<file path="src/rtl/pipe_stage_buf.sv">
// Inter-stage pipeline register carrying a PC plus NCH data channels under valid/ready.
// SKID=1 adds a second entry so in_ready comes straight from a flop; SKID=0 is a single register.
module pipe_stage_buf #(
  parameter int          DATA_W   = 32,
  parameter int          NCH      = 4,
  parameter logic [31:0] PC_RESET = 32'h0000_3000,
  parameter int          SKID     = 1
) (
  input  logic                  clk,
  input  logic                  reset,
  input  logic                  flush,
  input  logic                  in_valid,
  output logic                  in_ready,
  input  logic [31:0]           in_pc,
  input  logic [NCH*DATA_W-1:0] in_data,
  output logic                  out_valid,
  input  logic                  out_ready,
  output logic [31:0]           out_pc,
  output logic [NCH*DATA_W-1:0] out_data,
  output logic [1:0]            occupancy,
  output logic [1:0]            dbg_state
);

  localparam int DW = NCH * DATA_W;

  // State encoding equals the number of held entries, so occupancy is the state itself.
  localparam logic [1:0] ST_EMPTY = 2'd0;
  localparam logic [1:0] ST_ONE   = 2'd1;
  localparam logic [1:0] ST_FULL2 = 2'd2;

  // Handshake: a beat moves only in a cycle where valid and ready are both high on
  // the same side (push upstream, pop downstream); neither side may retract valid.
  logic [1:0]    state_q, state_d;
  logic [31:0]   m_pc_q, m_pc_d;
  logic [DW-1:0] m_data_q, m_data_d;
  logic [31:0]   s_pc_q, s_pc_d;
  logic [DW-1:0] s_data_q, s_data_d;
  logic          push, pop;

  assign out_valid = (state_q != ST_EMPTY);
  assign push      = in_valid & in_ready;
  assign pop       = out_valid & out_ready;

  always_comb begin
    state_d  = state_q;
    m_pc_d   = m_pc_q;
    m_data_d = m_data_q;
    s_pc_d   = s_pc_q;
    s_data_d = s_data_q;
    case (state_q)
      ST_EMPTY: begin
        if (push) begin
          state_d  = ST_ONE;
          m_pc_d   = in_pc;
          m_data_d = in_data;
        end
      end
      ST_ONE: begin
        if (push && (pop || SKID == 0)) begin
          m_pc_d   = in_pc;
          m_data_d = in_data;
        end else if (push) begin
          state_d  = ST_FULL2;
          s_pc_d   = in_pc;
          s_data_d = in_data;
        end else if (pop) begin
          state_d = ST_EMPTY;
        end
      end
      ST_FULL2: begin
        // Skid entry is always the younger beat; it moves up once the main entry leaves.
        if (pop) begin
          state_d  = ST_ONE;
          m_pc_d   = s_pc_q;
          m_data_d = s_data_q;
        end
      end
      default: state_d = ST_EMPTY;
    endcase
    if (flush) begin
      state_d  = ST_EMPTY;
      m_pc_d   = PC_RESET;
      m_data_d = '0;
      s_pc_d   = PC_RESET;
      s_data_d = '0;
    end
  end

  always_ff @(posedge clk) begin
    if (reset) begin
      state_q  <= ST_EMPTY;
      m_pc_q   <= PC_RESET;
      m_data_q <= '0;
      s_pc_q   <= PC_RESET;
      s_data_q <= '0;
    end else begin
      state_q  <= state_d;
      m_pc_q   <= m_pc_d;
      m_data_q <= m_data_d;
      s_pc_q   <= s_pc_d;
      s_data_q <= s_data_d;
    end
  end

  generate
    if (SKID != 0) begin : g_skid
      logic rdy_q;
      always_ff @(posedge clk) begin
        if (reset) begin
          rdy_q <= 1'b1;
        end else begin
          rdy_q <= (state_d != ST_FULL2);
        end
      end
      assign in_ready = rdy_q;
    end else begin : g_noskid
      assign in_ready = ~out_valid | out_ready;
    end
  endgenerate

  // Bubbles present a nop regardless of what the registers still hold.
  assign out_pc    = out_valid ? m_pc_q : PC_RESET;
  assign out_data  = out_valid ? m_data_q : '0;
  assign occupancy = state_q;
  assign dbg_state = state_q;

endmodule

</file>
<file path="config.mk">
export PLATFORM = sky130hd
export DESIGN_NAME = pipe_stage_buf
export DESIGN_NICKNAME = d
export VERILOG_FILES = /design/src/rtl/pipe_stage_buf.sv
export SDC_FILE = /design/constraint.sdc
export NUM_CORES = 1
export LEC_CHECK = 0
export ABC_CLOCK_PERIOD_IN_PS = 3990
export CAP_MARGIN = 20
export CORE_ASPECT_RATIO = 0.7
export CORE_MARGIN = 5
export CORE_UTILIZATION = 54
export CTS_CLUSTER_SIZE = 12
export DETAILED_ROUTE_END_ITERATION = 12
export GPL_TIMING_DRIVEN = 1
export PLACE_DENSITY = 0.86
export SYNTH_ARGS = -nofsm -noshare
export SYNTH_HDL_FRONTEND = slang
export SYNTH_SLANG_ARGS = --single-unit
</file>
<file path="constraint.sdc">
create_clock -name clk -period 3.99 [get_ports clk]
set_input_delay 0.5985 -clock clk [delete_from_list [all_inputs] [get_ports clk]]
set_output_delay 0.5985 -clock clk [all_outputs]
set_load 0.02 [all_outputs]
</file>
==> results.txt, run 1 <==
Setup repair after global routing left no endpoint under its margin. After technology mapping, the gate count stands at 1,607. TritonCTS created 34 clock buffers.

The number of vias after detailed routing was 11,893; the x dimension of the die was 201 um. After detailed placement, the total cell area comes to 17,300 um^2. Each instance of the synthesized netlist takes up on average 8.61 um^2.

Count of warnings emitted by yosys: 0. The number of storage elements in the synthesis netlist was 323. The most common cell after layout, fill and taps aside is sky130_fd_sc_hd__clkdlybuf4s50_1.

After synthesis the cells add up to 13,800 um^2. The finished layout holds 2,196 standard cells, fillers aside. The logs give 0.452 ns for the worst hold slack and 37.3 mm for the post-detailed-routing wire length. The worst setup path is of the reg2out kind.

The number of setup buffers added after CTS is 0. The first global-routing pass estimated 59.1 mm of wire. The number of global-route vias before repair was 11,537; the number of buffers on the longest clock path was 3. The share of the core filled with cells in the final layout was 0.720. The logs give 0.428 for the clock group share of total power and 0 for the count of maximum capacitance violations.

The average wire per cell in the routed design is 17.0 um, and the number of iterations in the first detailed-routing pass is 5. Counting cells, the worst reg-to-reg path comes to 5. The floorplan has 49 rows.

The logs give 5.49 mW for the cell internal power dissipation and 1,772 for the post-synthesis net count. CTS saw 323 sinks. The worst path needs 3.54 ns of the cycle, external delays included.

The share of layout cells above drive strength 1 works out to 0.0548. The initial standard-cell utilization of the core was 0.544. For the number of hold violations in the final report, the log shows 0. The maximum vdd drop was 0.345 mV; the count of fill cells added during filler insertion was 1,870. For the worst-skew pair, the clock arrives at the later sink with an insertion delay of 0.49 ns. The run gives 0.467 as the sequential area share after synthesis. STA classifies the critical path endpoint as an output pin.

The tools report the quantity of gates resized following cts as 0. The master of the slowest instance on the critical path is sky130_fd_sc_hd__dfxtp_1. The fmax was 282 MHz.

For this design, the CTS-stage hold fixing added 0 buffers. TritonCTS built the clock tree. The total count of max-transition violations in the final report came out at 0. The ratio of final minimum period to clock period was 0.887.

The net switching power of the design is 1.63 mW, and the number of instances in the placed design is 2,145. The number of nets in the layout was 2,015; the power consumption was 7.12 mW. Counting instances, the worst hold path has a depth of 2. From synthesis to final layout, the design area changed by 32.4%.

The total overflow left after global routing is 0. Prior to clock tree synthesis, the placed netlist has a worst setup slack of 0.940 ns. The run gives 7.48 nW as the leakage power. The share of total power in combinational logic is 0.099, and the clock skew after layout is 0.00738 ns. Across all setup checks in the final design, the least slack found is 0.450 ns. The critical path goes through or2_4 -> buf_4 -> and2_1 -> clkdlybuf4s50_1.

The level count of the clock H-tree came out at 2. The clock edge transition at the registers on the reported setup and hold paths is 0.06 ns, and the weighted congestion at the end of routability-driven global placement is 0.819. After routing the design area is 18,300 um^2. The tools report the maximum number of pins on one net before global-route repair as 91. During placement, the flow inserted port buffers numbering 330. Vertical die dimension: 144 um. The tools report the max-slew headroom at the worst pin as 0.400. The root buffer cell chosen for the clock tree is sky130_fd_sc_hd__clkbuf_16. The logs give 331 for the top-level I/O count and 2 for the initial antenna violation count. The run gives 0.243 as the total global-route track usage. The count of distinct cell types in the synthesized netlist is 28, and the aggregate negative setup slack is 0 ns. After floorplanning, the core was sized to cover 25,400 um^2.

The power density over cell area is 389 nW/um^2. The sequential share of power is 0.472. The slew at the pin closest to its max-slew limit came out at 0.897 ns. The die covers 29,000 um^2. The number of nets still failing antenna checks after routing was 0; the post-detailed-route DRC marker count was 0.

The flow ran to the end, and the final reports show no timing, DRC or antenna violations. Switching power share of the total: 0.229. For the required time at the worst-slack endpoint, the log shows 3.39 ns. The critical path launch point type was a flip-flop. Setup violations remaining at the end of the flow were counted as 0.

The largest fanout on the critical path is 55. The HPWL after detailed placement is 24.9 mm. The longest individual stage delay on the worst path came out at 0.65 ns. Classification of the worst-slack hold path: reg2reg. Using the TritonRoute via totals, the vias-per-cell ratio works out to 5.42.

STA puts the critical path data arrival time at 2.94 ns. The number of DRC markers after the initial detailed-route iteration is 692. In the layout the commonest cells are sky130_fd_sc_hd__clkdlybuf4s50_1, sky130_fd_sc_hd__dfxtp_1, sky130_fd_sc_hd__nand2_1.
==> power by group through the flow <==
stage                     Sequential [mW]  Clock (mW)  Combinational, mW
after floorplan                      3.41           0              0.394
after global placement               3.43           0              0.685
after global routing                 3.37        3.24              0.770
after detailed placement             3.43           0              0.705
final                                3.36        3.05              0.705
after CTS                            3.36        3.11              0.709
==> layout make-up <==
type,count,area [um^2],share of cell area
diodes,2,5.00,0.000273
clock buffers,45,986,0.0538
clock inverters,4,70.1,0.00383
inverters,1,3.75,0.000205
multi-input cells,1138,6720,0.367
flip-flops and latches,323,6470,0.353
well taps,331,414,0.0226
repair buffers,352,3660,0.200
==> path summary, 6_finish.rpt <==
check	endpoint	startpoint	slack, ns
max	out_data[116]	dbg_state[1]$_SDFF_PP0_	0.45
min	s_pc_q[6]$_SDFFE_PP0P_	s_pc_q[6]$_SDFFE_PP0P_	0.45
max reg2reg	s_data_q[5]$_SDFFE_PP0P_	dbg_state[0]$_SDFF_PP0_	1.88
min reg2reg	s_pc_q[6]$_SDFFE_PP0P_	s_pc_q[6]$_SDFFE_PP0P_	0.45
==> cells in the mapped netlist (all sizes together) <==
cell type	n	share of area
nand3b	1	0.00054
a211o	1	0.00063
and2	158	0.071
nand2	322	0.087
clkbuf	71	0.020
nor2	160	0.043
buf	74	0.028
o22a	1	0.00063
nand4b	1	0.00063
a21oi	158	0.057
nor2b	1	0.00045
a211oi	158	0.097
a31oi	2	0.00090
nand3	2	0.00072
dfxtp	323	0.47
o31ai	1	0.0015
mux2i	161	0.12
or3	1	0.00045
o21a	1	0.00054
nand2b	4	0.0018
or2	2	0.00090
inv	1	0.00027
nor3	3	0.0014
==> registers in the layout, indices dropped and copies added, names as in the netlist <==
name	cells
dbg_state	2
in_ready	1
m_data_q	128
m_pc_q	32
s_data_q	128
s_pc_q	32
==> logic make-up after synthesis <==
group / synth area share
mux: 0.116
buf+inv: 0.0488
simple gates: 0.209
compound gates: 0.158
flops: 0.467
==> routing by layer <==
| layer | up-vias | GRT usage | wire (um) |
|---|---|---|---|
| met4 | 0 | 0.0816 | 1130 |
| met1 | 5630 | 0.308 | 16200 |
| met5 | - | 0 | 0 |
| met2 | 288 | 0.420 | 18100 |
| met3 | 76 | 0.0508 | 1910 |
| li1 | 5899 | - | - |
==> worst max-delay path: cells and delay by family, from the launching register on <==
family	cells	cell delay (ns)
and+or+nand+nor	2	0.75
DFF	1	0.65
buffers and inverters	2	1.00
Power figures use the tool's default switching activity.
==> run 2, diff against run 1 <==
--- a/config.mk
+++ b/config.mk
@@ -13,7 +13,8 @@
 export CTS_CLUSTER_SIZE = 12
 export DETAILED_ROUTE_END_ITERATION = 12
 export GPL_TIMING_DRIVEN = 1
-export PLACE_DENSITY = 0.86
+export HOLD_SLACK_MARGIN = 0.05
+export PLACE_DENSITY_LB_ADDON = 0.08
 export SYNTH_ARGS = -nofsm -noshare
 export SYNTH_HDL_FRONTEND = slang
 export SYNTH_SLANG_ARGS = --single-unit
==> run 2 against run 1 <==
Net effect: critical path type unchanged; die area is the same; maximum frequency about the same; final cell count fell by 0.55%; first-iteration DRC count up 6.4%; register-to-register slack worse by 0.15 ns; critical path depth stayed put.
==> results.txt, run 2 (same netlist as run 1, synthesis figures left out) <==
The number of hold violations in the final report came out at 0 (unchanged). The library cells used most frequently in the layout, excluding fill and tap cells, are sky130_fd_sc_hd__clkdlybuf4s50_1, sky130_fd_sc_hd__dfxtp_1, sky130_fd_sc_hd__nand2_1. Level count of the clock H-tree: 1 (-1). The logs give 0 (unchanged) for the post-CTS repair timing setup buffer count and 0.544 (unchanged) for the initial standard-cell utilization of the core.

For the count of final setup violators, the log shows 0 (unchanged). Root buffer cell: sky130_fd_sc_hd__clkbuf_16. Ratio of final minimum period to clock period: 0.887 (about the same). The x dimension of the die was 201 um (unchanged); the number of clock sinks seen by CTS was 323 (unchanged). The CTS buffer count came out at 31 (-8.8%). The maximum vdd drop is 0.342 mV (-0.84%), and the longest individual stage delay on the worst path is 0.67 ns (+0.02 ns). TritonCTS built the clock tree. The number of global-route vias before repair is 11,121 (-3.6%), and the number of cells on the critical path is 4 (unchanged).

The share of layout cells above drive strength 1 is 0.0476 (-0.00718). For the number of iterations in the first detailed-routing pass, the log shows 5 (unchanged). The run gives 3 (unchanged) as the number of buffers on the longest clock path.

The largest registers in the layout are m_data_q (128), s_data_q (128). Post-layout worst setup margin: 0.453 ns (+0.00268 ns). The worst setup path is launched from a flip-flop. The post-detailed-routing wire length is 36.9 mm (-1.3%). Number of vias after detailed routing: 11,673 (-1.8%).

The worst-case reg-to-reg path depth works out to 4 (-1). The vertical die dimension was 144 um (unchanged). The worst reg-to-reg setup slack was 1.73 ns (-0.15 ns). The logs give 0 (unchanged) for the post-detailed-route DRC marker count and 0 (unchanged) for the hold buffer count at cts. Required time at the worst-slack endpoint: 3.39 ns (about the same). Depth of the worst hold-timing path: 2 (unchanged).

The logs give 0 ns (unchanged) for the aggregate negative setup slack and 331 (unchanged) for the top-level I/O count. The via-per-instance ratio was 5.34 (-1.3%). The core outline area came out at 25,400 um^2 (unchanged). The cell type group with the largest total delay on the critical path is buffers and inverters. The flow ran to the end, and the final reports show no timing, DRC or antenna violations. The clock period minus final worst setup slack was 3.54 ns (-0.00268 ns); the half-perimeter wire length after placement was 23.7 mm (-4.7%).

For the initial antenna violation count, the log shows 7 (+5). Setup repair after global routing left no endpoint under its margin. The total global-route track usage is 0.242 (-0.00139). For the number of nets in the layout, the log shows 2,008 (-0.35%). The logs give 0 (unchanged) for the total count of max-transition violations in the final report and 1.00 ns (+0.0649 ns) for the setup slack at placement. The number of nets still failing antenna checks after routing is 0 (unchanged), and the count of maximum capacitance violations is 0 (unchanged). The area growth from synthesis to layout is 30.4%.

The slew at the pin closest to its max-slew limit works out to 0.820 ns (-0.0767 ns). The fmax was 283 MHz (about the same). The maximum number of pins on one net before global-route repair is 123 (+35%).

The tightest min-delay check is of the reg2reg type. For the number of DRC markers after the initial detailed-route iteration, the log shows 736 (+6.4%). The quantity of gates resized following cts was 0 (unchanged); the power density over cell area was 367 nW/um^2 (-5.4%).

For the leakage power, the log shows 7.35 nW (-1.8%). Critical setup path kind: reg2out. The max-slew headroom at the worst pin came out at 0.453 (+0.0531). Walking the worst path, the cells encountered are or2_4 -> buf_4 -> and2_1 -> clkdlybuf4s50_1.

The quantity of I/O buffers inserted on ports is 330 (unchanged), and the buffers plus inverters on the worst setup path is 2 (unchanged). Weighted congestion at the end of routability-driven global placement: 0.811 (-0.96%). The global-route wire length before repair came out at 58.5 mm (-0.98%).

For the remaining global-route overflow, the log shows 0 (unchanged). Average wire per cell in the routed design: 16.9 um (-0.75%). The tools report the critical path data arrival time as 2.94 ns (about the same). Most common cell after layout, fill and taps aside: sky130_fd_sc_hd__clkdlybuf4s50_1. The clock edge transition at the registers on the reported setup and hold paths is 0.06 ns (about the same), and the clock skew after layout is 0.0143 ns (+0.00694 ns). The tools report the kind of end point of the critical path as an output pin.

The logs give 29,000 um^2 (unchanged) for the area of the die and 49 (unchanged) for the number of rows in the core area. Master of the slowest instance on the critical path: sky130_fd_sc_hd__dfxtp_1. The largest fanout on the critical path was 48 (-13%); the insertion delay to the later sink of the worst-skew pair was 0.54 ns (+0.05 ns).
[run 2: tightest hold or removal path: cells and delay by family (launching register included)]
kind,cells,cell delay (ns)
flip-flops,1,0.31
AND/OR/NAND/NOR,1,0.05
AO/OA/AOI/OAI,1,0.05
[run 2: per-layer routing]
layer,global-route usage,share of wire
met5,0,0.00092
met4,0.0766,0.028
met3,0.0627,0.067
met2,0.396,0.47
met1,0.317,0.44
[run 2: report_power, final]
group | total, mW | switching [mW] | internal, mW
combinational | 0.699 | 0.372 | 0.328
clock | 2.57 | 1.14 | 1.42
sequential | 3.36 | 0.0497 | 3.31
[run 2: layout make-up]
type / count / area (um^2)
antenna: 3 / 7.51
clock buffer: 39 / 826
clock inverter: 1 / 5.00
fill: 1986 / 7400
inverter: 1 / 3.75
multi-input combinational: 1138 / 6720
sequential: 323 / 6470
tap: 331 / 414
timing repair buffer: 348 / 3600
[run 2: final timing paths]
| path | from | end |
|---|---|---|
| hold reg to reg | s_data_q[101]$_SDFFE_PP0P_ | s_data_q[101]$_SDFFE_PP0P_ |
| setup reg to reg | dbg_state[1]$_SDFF_PP0_ | m_data_q[2]$_SDFFE_PP0P_ |
| setup / recovery | dbg_state[1]$_SDFF_PP0_ | out_pc[9] |
| hold / removal | s_data_q[101]$_SDFFE_PP0P_ | s_data_q[101]$_SDFFE_PP0P_ |
[run 2: through the flow]
| step | utilization | instances | cell area (um^2) | hold WS (ns) | total power [mW] |
|---|---|---|---|---|---|
| finish | 0.709 | 2184 | 18000 | 0.451 | 6.63 |
| global placement | 0.676 | 2141 | 17200 | 0.441 | 4.12 |
| CTS | 0.709 | 2181 | 18000 | 0.454 | 6.69 |
| detailed placement | 0.676 | 2141 | 17200 | 0.446 | 4.13 |
| global route | 0.709 | 2184 | 18000 | 0.467 | 6.90 |
| floorplan | - | 1607 | 13800 | 0.436 | 3.81 |
